`src/rtl/bellman_sched.sv`:
```
`timescale 1ns / 1ps
// -----------------------------------------------------------------------------
// bellman_sched
//
// Purpose:
//   Scheduler/arbiter in front of the Bellman relaxation engine. Source-node run
//   requests are queued in a small FIFO and launched one at a time: a one-cycle
//   start pulse carries the source to the engine, then the block waits for the
//   engine's done flag under a watchdog and reports the outcome. It also arbitrates
//   host writes to the adjacency matrix. Writes are granted only when no run is in
//   flight, so the matrix stays stable for a whole engine pass.
//
// Parameters:
//   NODES    node count (legal sources 0..NODES-1; not range-checked here)
//   SRC_W    width of a source-node index
//   QDEPTH   request FIFO depth, power of two, >= 2
//   TIMEOUT  WAIT cycles before a run is abandoned, >= 2
//
// Ports:
//   i_clk          system clock
//   i_reset        synchronous, active-high reset
//   i_req_valid    host offers a run request
//   i_req_src      requested source node
//   o_req_ready    FIFO accepts (handshake = valid & ready)
//   i_upd_valid    host wants to write an adjacency-matrix edge
//   o_upd_ready    write granted this cycle
//   o_bf_start     one-cycle start pulse to the engine
//   o_bf_src       source for the engine, valid with o_bf_start
//   i_bf_done      engine done flag (level, cleared by the engine on start)
//   o_res_valid    one-cycle pulse: a run finished
//   o_res_src      source of the finished run, valid with o_res_valid
//   o_res_timeout  with o_res_valid: 1 = watchdog expired, 0 = normal done
//   o_busy         a run is in LAUNCH, WAIT or REPORT
// -----------------------------------------------------------------------------
module bellman_sched #(
    parameter int NODES   = 16,
    parameter int SRC_W   = 7,
    parameter int QDEPTH  = 4,
    parameter int TIMEOUT = 4096
) (
    input  logic             i_clk,
    input  logic             i_reset,
    input  logic             i_req_valid,
    input  logic [SRC_W-1:0] i_req_src,
    output logic             o_req_ready,
    input  logic             i_upd_valid,
    output logic             o_upd_ready,
    output logic             o_bf_start,
    output logic [SRC_W-1:0] o_bf_src,
    input  logic             i_bf_done,
    output logic             o_res_valid,
    output logic [SRC_W-1:0] o_res_src,
    output logic             o_res_timeout,
    output logic             o_busy
);

    localparam int PTR_W = $clog2(QDEPTH);
    localparam int CNT_W = PTR_W + 1;
    localparam int WD_W  = $clog2(TIMEOUT);

    localparam logic [CNT_W-1:0] QFULL   = CNT_W'(QDEPTH);
    localparam logic [WD_W-1:0]  WD_LAST = WD_W'(TIMEOUT - 1);

    localparam logic [1:0] S_IDLE   = 2'd0;
    localparam logic [1:0] S_LAUNCH = 2'd1;
    localparam logic [1:0] S_WAIT   = 2'd2;
    localparam logic [1:0] S_REPORT = 2'd3;

    // Elaboration-time parameter sanity checks
    if (QDEPTH < 2 || (QDEPTH & (QDEPTH - 1)) != 0) begin : g_bad_qdepth
        $error("bellman_sched: QDEPTH must be a power of two >= 2");
    end
    if (TIMEOUT < 2) begin : g_bad_timeout
        $error("bellman_sched: TIMEOUT must be >= 2");
    end
    if (NODES < 1 || NODES > (1 << SRC_W)) begin : g_bad_nodes
        $error("bellman_sched: NODES must fit in SRC_W bits");
    end

    // -------------------------------------------------------------------------
    // State
    // -------------------------------------------------------------------------
    logic [1:0]       r_state;
    logic [SRC_W-1:0] r_mem [QDEPTH];
    logic [PTR_W-1:0] r_wptr;
    logic [PTR_W-1:0] r_rptr;
    logic [CNT_W-1:0] r_count;
    logic [WD_W-1:0]  r_wdog;
    logic             r_last_launch;  // 1: last IDLE grant went to a launch
    logic [SRC_W-1:0] r_src;          // source of the run in flight
    logic             r_timeout;

    // -------------------------------------------------------------------------
    // Combinational decode
    // -------------------------------------------------------------------------
    logic w_req_ready;
    logic w_push;
    logic w_pop;
    logic w_idle;
    logic w_have;
    logic w_upd_grant;
    logic w_done_ok;

    // Ready comes from the registered count only: no bypass when full.
    assign w_req_ready = !i_reset && (r_count < QFULL);
    assign w_push      = i_req_valid && w_req_ready;
    assign w_pop       = (r_state == S_LAUNCH);
    assign w_idle      = (r_state == S_IDLE);
    assign w_have      = (r_count != '0);

    // With both a queued request and a pending update, the grant alternates;
    // an update alone is always granted. A launch decision never grants.
    assign w_upd_grant = w_idle && i_upd_valid && (!w_have || r_last_launch);

    // The first WAIT cycle (watchdog 0) may still see the previous run's done.
    assign w_done_ok   = (r_state == S_WAIT) && i_bf_done && (r_wdog != '0);

    // -------------------------------------------------------------------------
    // FIFO storage (no reset needed; occupancy is tracked by r_count)
    // -------------------------------------------------------------------------
    always_ff @(posedge i_clk) begin
        if (w_push) begin
            r_mem[r_wptr] <= i_req_src;
        end
    end

    // -------------------------------------------------------------------------
    // FIFO pointers, FSM, watchdog
    // -------------------------------------------------------------------------
    always_ff @(posedge i_clk) begin
        if (i_reset) begin
            r_state       <= S_IDLE;
            r_wptr        <= '0;
            r_rptr        <= '0;
            r_count       <= '0;
            r_wdog        <= '0;
            r_last_launch <= 1'b1;
            r_src         <= '0;
            r_timeout     <= 1'b0;
        end else begin
            if (w_push) begin
                r_wptr <= r_wptr + 1'b1;
            end
            if (w_pop) begin
                r_rptr <= r_rptr + 1'b1;
            end
            if (w_push && !w_pop) begin
                r_count <= r_count + 1'b1;
            end else if (!w_push && w_pop) begin
                r_count <= r_count - 1'b1;
            end

            case (r_state)
                S_IDLE: begin
                    if (w_upd_grant) begin
                        r_last_launch <= 1'b0;
                    end else if (w_have) begin
                        r_last_launch <= 1'b1;
                        r_src         <= r_mem[r_rptr];
                        r_state       <= S_LAUNCH;
                    end
                end
                S_LAUNCH: begin
                    r_wdog  <= '0;
                    r_state <= S_WAIT;
                end
                S_WAIT: begin
                    r_wdog <= r_wdog + 1'b1;
                    // Done takes priority over a simultaneous expiry.
                    if (w_done_ok) begin
                        r_timeout <= 1'b0;
                        r_state   <= S_REPORT;
                    end else if (r_wdog == WD_LAST) begin
                        r_timeout <= 1'b1;
                        r_state   <= S_REPORT;
                    end
                end
                S_REPORT: begin
                    r_state <= S_IDLE;
                end
                default: begin
                    r_state <= S_IDLE;
                end
            endcase
        end
    end

    // -------------------------------------------------------------------------
    // Outputs: all forced low while reset is asserted
    // -------------------------------------------------------------------------
    assign o_req_ready   = w_req_ready;
    assign o_upd_ready   = !i_reset && w_upd_grant;
    assign o_bf_start    = !i_reset && (r_state == S_LAUNCH);
    assign o_bf_src      = o_bf_start ? r_src : '0;
    assign o_res_valid   = !i_reset && (r_state == S_REPORT);
    assign o_res_src     = o_res_valid ? r_src : '0;
    assign o_res_timeout = o_res_valid && r_timeout;
    assign o_busy        = !i_reset && (r_state != S_IDLE);

endmodule

```
`config.mk`:
```
export PLATFORM = sky130hd
export DESIGN_NAME = bellman_sched
export DESIGN_NICKNAME = d
export VERILOG_FILES = /design/src/rtl/bellman_sched.sv
export SDC_FILE = /design/constraint.sdc
export NUM_CORES = 1
export LEC_CHECK = 0
export BUFFER_PORTS_ARGS = -buffer_cell sky130_fd_sc_hd__buf_2
export CAP_MARGIN = 5
export CORE_AREA = 4 4 76 78
export DETAILED_ROUTE_END_ITERATION = 10
export DIE_AREA = 0 0 80 82
export GPL_ROUTABILITY_DRIVEN = 0
export PLACE_DENSITY = 0.73
export SLEW_MARGIN = 0
export SYNTH_ARGS = -nofsm -noshare
export SYNTH_HDL_FRONTEND = slang
export SYNTH_SLANG_ARGS = --single-unit
```
`constraint.sdc`:
```
create_clock -name i_clk -period 2.86 [get_ports i_clk]
set_input_delay 0.572 -clock i_clk [delete_from_list [all_inputs] [get_ports i_clk]]
set_output_delay 0.572 -clock i_clk [all_outputs]
set_load 0.01 [all_outputs]
```
==> results of run 1 <==
-- synthesized netlist by cell type --
cell and count:
sky130_fd_sc_hd__and4_4 1, sky130_fd_sc_hd__and3_1 4, sky130_fd_sc_hd__nand2_2 1, sky130_fd_sc_hd__a31oi_1 1
sky130_fd_sc_hd__nor4_1 1, sky130_fd_sc_hd__buf_2 3, sky130_fd_sc_hd__mux2i_1 9, sky130_fd_sc_hd__or3_1 2
sky130_fd_sc_hd__dfxtp_1 30, sky130_fd_sc_hd__xnor2_1 2, sky130_fd_sc_hd__mux4_2 7, sky130_fd_sc_hd__a211o_1 1
sky130_fd_sc_hd__nor2_4 1, sky130_fd_sc_hd__nor3_1 4, sky130_fd_sc_hd__fa_1 1, sky130_fd_sc_hd__o21ai_0 2
sky130_fd_sc_hd__ha_1 12, sky130_fd_sc_hd__nand4_1 4, sky130_fd_sc_hd__a21o_1 1, sky130_fd_sc_hd__nor2_1 27
sky130_fd_sc_hd__inv_1 10, sky130_fd_sc_hd__o31ai_4 1, sky130_fd_sc_hd__nor3_2 1, sky130_fd_sc_hd__and2_1 17
sky130_fd_sc_hd__a221oi_2 1, sky130_fd_sc_hd__edfxtp_1 28, sky130_fd_sc_hd__nor4b_2 1, sky130_fd_sc_hd__nor2b_1 1
sky130_fd_sc_hd__a21oi_1 5, sky130_fd_sc_hd__o21ai_2 1, sky130_fd_sc_hd__o31ai_1 1, sky130_fd_sc_hd__nand2_1 7
sky130_fd_sc_hd__nand2b_1 5, sky130_fd_sc_hd__and4_1 1, sky130_fd_sc_hd__clkbuf_1 6, sky130_fd_sc_hd__nor2_2 1
sky130_fd_sc_hd__xor2_1 12, sky130_fd_sc_hd__nand3_1 5
-- layout make-up --
type                       count  area, um2
fill                         440       2050
sequential                    58       1440
multi-input combinational    141       1100
timing repair buffer          33        170
clock buffer                  12        135
tap                           70       87.6
clock inverter                 4       43.8
inverter                      10       37.5
-- worst min path at each step --
stage,from,to,slack (ns),cells after the start
global placement,r_src[4],r_src[4],0.48,2
finish,i_req_src[2],r_mem[2][2],0.46,1
CTS,i_req_src[5],r_mem[1][5],0.44,1
global route,i_req_src[6],r_mem[0][6],0.43,1
detailed placement,r_src[4],r_src[4],0.49,2
floorplan,r_src[0],r_src[0],0.47,2
-- report_power, final --
part / switching [mW] / total, mW / leakage (nW) / internal (mW)
clock: 0.290 / 0.687 / 0.0918 / 0.397
sequential: 0.0926 / 1.07 / 0.498 / 0.976
combinational: 0.380 / 0.697 / 0.587 / 0.318
-- metal layers --
metal  vias to the layer above  wire, um
li1                        829         -
met3                         4       247
met2                        45      2080
met1                       735      2110
met4                         0        44
met5                         -         0
-- logic make-up after synthesis --
family                   synth area share (%)
AND/OR/NAND/NOR                          17.3
adder cells (fa/ha/maj)                  6.49
AO/OA/AOI/OAI                            4.20
XOR/XNOR                                 4.68
multiplexers                             9.45
flip-flops                               55.0
buffers and inverters                    2.86
-- registers in the layout (all words and copies together) (netlist names) --
name and cells:
r_last_launch 1, r_src 7, r_wptr 2, r_wdog 12, r_rptr 2, r_mem 28
r_count 3, r_timeout 1, r_state 2
-- metrics by stage --
step / hold slack, ns / setup slack, ns / total power [mW] / area, um2 / cells
6_report: 0.461 / 0.578 / 2.45 / 3020 / 328
2_1_floorplan: 0.466 / 0.346 / 1.63 / 2620 / 218
3_3_place_gp: 0.484 / 0.550 / 1.77 / 2840 / 312
4_1_cts: 0.436 / 0.497 / 2.49 / 3020 / 328
3_5_place_dp: 0.488 / 0.507 / 1.79 / 2840 / 312
5_1_grt: 0.435 / 0.319 / 2.64 / 3020 / 328
==> Flow_metrics.wiki, run 1 <==
{| class="wikitable"
! Metric !! Value
|-
| Outcome || complete, no violations
|-
| PortBufs || 31
|-
| Fraction of layout cells with a size suffix above 1 || between 20% and 30%
|-
| Sequential fraction of the synthesis area || a little over half
|-
| Synthesized netlist cell count || around 220
|-
| Post-synth design cell area || 2620 um2
|-
| Antenna violations before repair || 0
|-
| Via Count || 1613
|-
| Critical Path Max Stage Delay || 0.34 ns
|-
| CTS Hold Buffers Added || 0
|-
| Count of endpoints failing hold in the final timing report || 0
|-
| Row Count || 26
|-
| Startpoint Class || flip-flop
|-
| CP dominant cell by count || sky130_fd_sc_hd__inv_1
|-
| VDD IR max || 0.000392 V
|-
| Clock latency on the worst-skew pair || between 0.3 and 0.4 ns
|-
| Arrival time at the worst endpoint || between 1.5 and 2 ns
|-
| Destination of the critical timing path || o_bf_src[2]
|-
| Most common cell after layout, fill and taps aside || sky130_fd_sc_hd__buf_2
|-
| Critical Path Stages || 6
|-
| First-pass iteration count of the detailed router || 7
|-
| Most frequent cells in the layout || sky130_fd_sc_hd__buf_2 (31), sky130_fd_sc_hd__dfxtp_1 (30), sky130_fd_sc_hd__edfxtp_1 (28)
|-
| Number of synthesis warnings || 0
|-
| Count of unresolved DRC violations after routing || 0
|-
| Syn Nets || around 240
|-
| Max capacitance violation total || 0
|-
| Global Route met3 Usage || between 6 and 7%
|-
| Vertical extent of the die || roughly 82 um
|-
| Maximum number of pins on one net before global-route repair || 27
|-
| Cell with the largest stage delay on the worst path || sky130_fd_sc_hd__dfxtp_1
|-
| Class of the tightest hold or removal check || in2reg
|-
| Initial Util || 51.7%
|-
| Post-route ant nets || 0
|-
| Launching instance or port of the critical path || r_state[1]
|-
| Critical path cell sequence || inv_1, ha_1, inv_1, nor2_1, and2_1, buf_2
|-
| CP endpoint kind || output pin
|-
| Max Fanout on Critical Path || 8
|-
| First-pass GRT wire length || 7680 um
|-
| Cell taking the most area after synthesis || sky130_fd_sc_hd__edfxtp_1
|-
| Nets || ~280
|-
| WS Path Type || reg2out
|-
| Number of distinct library cells after synthesis || 38
|-
| Final Critical Period || roughly 2.3 ns
|-
| Area growth from synthesis to final layout || 15.2%
|-
| Clock slew seen by the registers of the worst setup and hold paths || 0.06 ns
|-
| Fin util || between 50 and 60%
|-
| Root Buffer || sky130_fd_sc_hd__clkbuf_8
|-
| Power density over the cells || 812 nW/um2
|-
| Tcrit/Tclk final || between 70% and 80%
|-
| Largest clock skew in the final design || approximately 0.010 ns
|-
| Via-per-instance ratio || between 4 and 5
|-
| Busiest layer in global routing || met2
|-
| Sink Count || between 50 and 60
|-
| Total CTS buffers || 9
|-
| Worst-case clock buffer depth || 2
|-
| Number of cells on the worst reg-to-reg path || 9
|-
| Number of DRC markers in iteration 0 || between 70 and 80
|-
| Die area || 6560 um2
|-
| Setup TNS || 0 ns
|-
| Antenna diode instance count || 0
|-
| Number of register bits inferred by synthesis || 58
|-
| RSZ-0062 raised after global routing || no
|-
| CP Buf/Inv Count || 3
|-
| Slew margin rel. || 62.6%
|-
| Post-CTS setup buffer count || 0
|-
| Fraction of met2 tracks used by global routing || between 20% and 30%
|-
| Worst r2r dst || r_count[2]
|-
| Post-Syn Area per Cell || around 12 um2
|-
| Sum of routed wire length over all layers || about 4500 um
|-
| Total overflow reported by the global router || 0
|-
| Clock tree from TritonCTS || built
|-
| Leakage Power || approximately 1.2 nW
|-
| Worst Max-Slew Pin Slew || ~0.56 ns
|-
| Main area contributors after synthesis || sky130_fd_sc_hd__edfxtp_1 (32%), sky130_fd_sc_hd__dfxtp_1 (23%), sky130_fd_sc_hd__mux4_2 (6.0%), sky130_fd_sc_hd__ha_1 (5.7%), sky130_fd_sc_hd__and2_1 (4.1%)
|-
| Vias in the first global route || around 1.6k
|-
| Portion of synthesized cell area occupied by the leading cell type || between 30 and 40%
|-
| Origin of the critical flop-to-flop path || r_state[1]
|-
| Total core area || 5070 um2
|-
| Required time reported for the critical path endpoint || approximately 2.3 ns
|-
| PostCTS Resize Cnt || 0
|-
| Number of placed I/O pins || 32
|-
| Met1 layer usage reported by global route || 19.4%
|-
| Die width || approximately 80 um
|-
| Number of levels in the clock H-tree || 3
|-
| Half-perimeter wire length of the detailed placement result || ~3100 um
|-
| Top cell family by delay on the critical path || simple AND/OR/NAND/NOR gates
|-
| Maximum achievable frequency || about 440 MHz
|-
| Final max-slew violation count || 0
|-
| Final setup violation count || 0
|-
| All-Layer GR Usage || 16.1%
|-
| Slack of the worst reg-to-reg path || around 0.75 ns
|-
| Final routed wire length divided by cell count || about 14 um
|}
No activity file was read; power rests on OpenSTA's default activity.
==> inputs of run 2 (changes only) <==
--- a/config.mk
+++ b/config.mk
@@ -5,13 +5,14 @@
 export SDC_FILE = /design/constraint.sdc
 export NUM_CORES = 1
 export LEC_CHECK = 0
+export ABC_AREA = 1
 export BUFFER_PORTS_ARGS = -buffer_cell sky130_fd_sc_hd__buf_2
 export CAP_MARGIN = 5
-export CORE_AREA = 4 4 76 78
+export CORE_AREA = 4 4 78 80
 export DETAILED_ROUTE_END_ITERATION = 10
-export DIE_AREA = 0 0 80 82
+export DIE_AREA = 0 0 82 84
 export GPL_ROUTABILITY_DRIVEN = 0
-export PLACE_DENSITY = 0.73
+export PLACE_DENSITY = 0.72
 export SLEW_MARGIN = 0
 export SYNTH_ARGS = -nofsm -noshare
 export SYNTH_HDL_FRONTEND = slang
==> constraint.sdc (replaced) <==
create_clock -name i_clk -period 2.1 [get_ports i_clk]
set_input_delay 0.42 -clock i_clk [delete_from_list [all_inputs] [get_ports i_clk]]
set_output_delay 0.42 -clock i_clk [all_outputs]
set_load 0.01 [all_outputs]
==> run 2 against run 1 <==
- global-route usage grew 1.4 points
- total power grew 41%
- synthesized cell count grew 41%
- critical path depth is the same
- die area grew 5.0%
- count of clock-buffer cells in the layout shrank 3
- first-iteration DRC count grew 130%
- non-clock buffer count grew 7
- synthesized area grew 4.5%
- cell area grew 5.5%
- final cell count grew 31%
- clock power grew 28%
- critical path type unchanged
- critical endpoint is now o_upd_ready
==> Flow_metrics.wiki, run 2 <==
{| class="wikitable"
! Metric !! Value
|-
| Max Fanout on Critical Path || 5 (-3)
|-
| CP endpoint kind || output pin
|-
| Sum of routed wire length over all layers || 5390 um (+20%)
|-
| Worst Max-Slew Pin Slew || 0.321 ns (-0.240 ns)
|-
| Number of enable-type register cells in the synthesized netlist || 28 (unchanged)
|-
| Slack of the worst reg-to-reg path || 0.20 ns (-0.55 ns)
|-
| Antenna diode instance count || 0 (unchanged)
|-
| Most frequent cell after synthesis || sky130_fd_sc_hd__nor2_1
|-
| Startpoint Class || flip-flop
|-
| CTS Hold Buffers Added || 0 (unchanged)
|-
| Syn Nets || 333 (+37%)
|-
| Post-Route Hold Slack || 0.300 ns (-0.161 ns)
|-
| Multi-input gate area in the final layout || 1100 um2 (-0.79%)
|-
| Maximum achievable frequency || 502 MHz
|-
| WS Path Type || reg2out
|-
| Die area || 6890 um2 (+5.0%)
|-
| Number of synthesis warnings || 0 (unchanged)
|-
| Hold Path Stages || 1 (unchanged)
|-
| Tcrit/Tclk final || a little over nine tenths
|-
| Fin util || 59.0% (-0.56 points)
|-
| Post-route ant nets || 0 (unchanged)
|-
| Number of placed I/O pins || 32 (unchanged)
|-
| Post-Syn Area per Cell || 8.90 um2 (-26%)
|-
| Final routed wire length divided by cell count || 12.5 um (-8.3%)
|-
| Number of flip-flops under the largest register name || 28 (unchanged)
|-
| Via Count || 2109 (+31%)
|-
| Beginning of the worst hold path || i_req_src[6]
|-
| Nets || 378 (+36%)
|-
| Area used by sequential logic in the layout || 1440 um2 (about the same)
|-
| Row Count || 27 (+3.8%)
|-
| Worst r2r dst || r_count[2]
|-
| Initial Util || 50.7% (-0.96 points)
|-
| Post-CTS setup buffer count || 0 (unchanged)
|-
| Number of DRC markers in iteration 0 || 168 (+130%)
|-
| Via-per-instance ratio || 4.90 (-0.26%)
|-
| RSZ-0062 raised after global routing || no
|-
| PortBufs || 31 (unchanged)
|-
| Number of distinct library cells after synthesis || 32 (-16%)
|-
| Largest registers || r_mem: 28 flops, r_wdog: 12 flops, r_src: 7 flops
|-
| Total overflow reported by the global router || 0 (unchanged)
|-
| Origin of the critical flop-to-flop path || r_state[1]
|-
| Die width || 82 um (+2.5%)
|-
| Top cell types by occurrence after synthesis || sky130_fd_sc_hd__nor2_1 (67), sky130_fd_sc_hd__inv_1 (41), sky130_fd_sc_hd__nand2_1 (40)
|-
| Setup TNS || 0 ns (unchanged)
|-
| Clock tree from TritonCTS || built
|-
| Proportion of synthesized flip-flops having asynchronous set or reset || 0% (unchanged)
|-
| Root Buffer || sky130_fd_sc_hd__clkbuf_8
|-
| Reg with most FFs || r_mem
|-
| Final max-slew violation count || 0 (unchanged)
|-
| Required time reported for the critical path endpoint || 1.68 ns (-0.61 ns)
|-
| Final Critical Period || around 2 ns
|-
| Flip-flop cell with the highest count after synthesis || sky130_fd_sc_hd__dfxtp_1
|-
| Class of the tightest hold or removal check || in2reg
|-
| Largest clock skew in the final design || 0.00715 ns (-0.00301 ns)
|-
| VDD IR max || 0.000622 V (+59%)
|-
| Vias in the first global route || 2023 (+25%)
|-
| Vertical extent of the die || 84 um (+2.4%)
|-
| Main area contributors after synthesis || sky130_fd_sc_hd__edfxtp_1 (31%), sky130_fd_sc_hd__dfxtp_1 (22%), sky130_fd_sc_hd__nor2_1 (9.2%), sky130_fd_sc_hd__inv_1 (5.6%), sky130_fd_sc_hd__ha_1 (5.5%)
|-
| Clock latency on the worst-skew pair || 0.33 ns (about the same)
|-
| Outcome || complete, no violations
|-
| First-pass GRT wire length || 9120 um (+19%)
|-
| Fraction of layout cells with a size suffix above 1 || 21.2% (-2.4 points)
|-
| Total CTS buffers || 9 (unchanged)
|-
| Leakage Power || 1.40 nW (+19%)
|-
| All-Layer GR Usage || 17.5% (+1.4 points)
|-
| Number of register bits inferred by synthesis || 58 (unchanged)
|-
| Number of levels in the clock H-tree || 3 (unchanged)
|-
| Area growth from synthesis to final layout || 16.3%
|-
| Final setup violation count || 0 (unchanged)
|-
| Number of cells on the worst reg-to-reg path || 10 (+1)
|-
| Count of unresolved DRC violations after routing || 0 (unchanged)
|-
| Maximum number of pins on one net before global-route repair || 17 (-37%)
|-
| Arrival time at the worst endpoint || 1.57 ns (-0.14 ns)
|-
| Capture endpoint of the worst hold path || r_mem[1][6]
|-
| Power density over the cells || 1080 nW/um2 (+33%)
|-
| Antenna violations before repair || 0 (unchanged)
|-
| Layout filler cell count || 478 (+8.6%)
|-
| Total core area || 5410 um2 (+6.5%)
|-
| Count of endpoints failing hold in the final timing report || 0 (unchanged)
|-
| Cell taking the most area after synthesis || sky130_fd_sc_hd__edfxtp_1
|-
| First-pass iteration count of the detailed router || 4 (-3)
|-
| Half-perimeter wire length of the detailed placement result || 3740 um (+21%)
|-
| Post-synth design cell area || 2740 um2 (+4.5%)
|-
| Most frequent cells in the layout || sky130_fd_sc_hd__nor2_1 (66), sky130_fd_sc_hd__inv_1 (40), sky130_fd_sc_hd__nand2_1 (40)
|-
| Max capacitance violation total || 0 (unchanged)
|-
| Portion of synthesized cell area occupied by the leading cell type || 30.7% (-1.4 points)
|-
| Sequential fraction of the synthesis area || 52.6% (-2.4 points)
|-
| Most common cell after layout, fill and taps aside || sky130_fd_sc_hd__nor2_1
|-
| Synthesized netlist cell count || 308 (+41%)
|-
| Clock slew seen by the registers of the worst setup and hold paths || 0.07 ns (about the same)
|-
| Worst-case clock buffer depth || 2 (unchanged)
|-
| Slew margin rel. || 78.6% (+16 points)
|-
| Sink Count || 58 (unchanged)
|}
## run 2: changes by cell type after synthesis, moves of 4 or more
| cell | delta |
|---|---|
| sky130_fd_sc_hd__nor2_1 | +40 |
| sky130_fd_sc_hd__nand2_1 | +33 |
| sky130_fd_sc_hd__inv_1 | +31 |
| sky130_fd_sc_hd__o21ai_0 | +21 |
| sky130_fd_sc_hd__and2_1 | -17 |
| sky130_fd_sc_hd__a21oi_1 | +13 |
| sky130_fd_sc_hd__xor2_1 | -10 |
| sky130_fd_sc_hd__mux2i_1 | -9 |
| sky130_fd_sc_hd__mux4_2 | -7 |
| sky130_fd_sc_hd__o22ai_1 | +7 |
| sky130_fd_sc_hd__clkbuf_1 | -6 |
| sky130_fd_sc_hd__nand2b_1 | -5 |
| sky130_fd_sc_hd__o21ai_1 | +5 |
| sky130_fd_sc_hd__nor3_1 | -4 |
## run 2: kinds of logic (layout without fill, tap and decap cells)
| family | Yosys count | after routing | share of synthesized area (%) |
|---|---|---|---|
| buf+inv | 50 | 100 | 7.58 |
| compound gates | 59 | 59 | 12.4 |
| fa+ha+maj | 13 | 13 | 6.21 |
| xor+xnor | 2 | 2 | 0.639 |
| flops | 58 | 58 | 52.6 |
| simple gates | 126 | 126 | 20.6 |
## run 2: repair_timing
item | 4_1_cts | 5_1_grt
hold endpoints to repair | 0 | 0
resized for setup | 0 | 3
endpoints found under the setup margin | 0 | 9
## run 2: metal layers
metal | GRT usage [%] | share of wire [%] | vias up | wire (um)
li1 | - | - | 1093 | -
met1 | 22.0 | 45 | 956 | 2400
met2 | 27.2 | 47 | 50 | 2550
met3 | 4.64 | 5.9 | 10 | 320
met4 | 8.91 | 2.3 | 0 | 122
met5 | 0 | 0 | - | 0
## run 2: worst max-delay path by stage
stage	startpoint	endpoint	slack [ns]	depth (start not counted)
final	r_state[0]	o_upd_ready	0.11	6
after global routing	r_state[0]	o_upd_ready	0.003	6
after CTS	r_state[0]	o_upd_ready	0.03	6
after detailed placement	r_state[1]	r_count[2]	0.17	10
after global placement	r_state[1]	r_count[2]	0.25	10
after floorplan	i_reset	r_count[2]	0.05	11
## run 2: final cells by class
class,instances,share of cell area (%)
clock buffer,9,3.89
clock inverter,7,1.45
inverter,44,5.18
multi-input combinational,200,34.4
sequential,58,45.3
tap,72,2.83
timing repair buffer,40,6.99
## run 2: per-stage QoR
stage	cells	cell area, um2	setup WS (ns)	power, mW
4_1_cts	430	3180	0.0307	3.46
5_1_grt	430	3190	0.00349	3.73
3_3_place_gp	414	3010	0.249	2.55
2_1_floorplan	308	2740	0.0520	2.34
6_report	430	3190	0.109	3.45
3_5_place_dp	414	3010	0.167	2.57
## run 2: power by group
group | internal, mW | switching (mW) | total, mW
Combinational | 0.409 | 0.706 | 1.12
Clock | 0.422 | 0.457 | 0.879
Sequential | 1.35 | 0.107 | 1.45
Total | 2.18 | 1.27 | 3.45
## run 2: critical path, stage by stage (launching register included)
cell and delay, ns:
sky130_fd_sc_hd__dfxtp_1 0.34, sky130_fd_sc_hd__inv_1 0.13, sky130_fd_sc_hd__ha_2 0.26, sky130_fd_sc_hd__nand2_1 0.09, sky130_fd_sc_hd__o21bai_4 0.20, sky130_fd_sc_hd__nor2_1 0.10
sky130_fd_sc_hd__buf_2 0.13
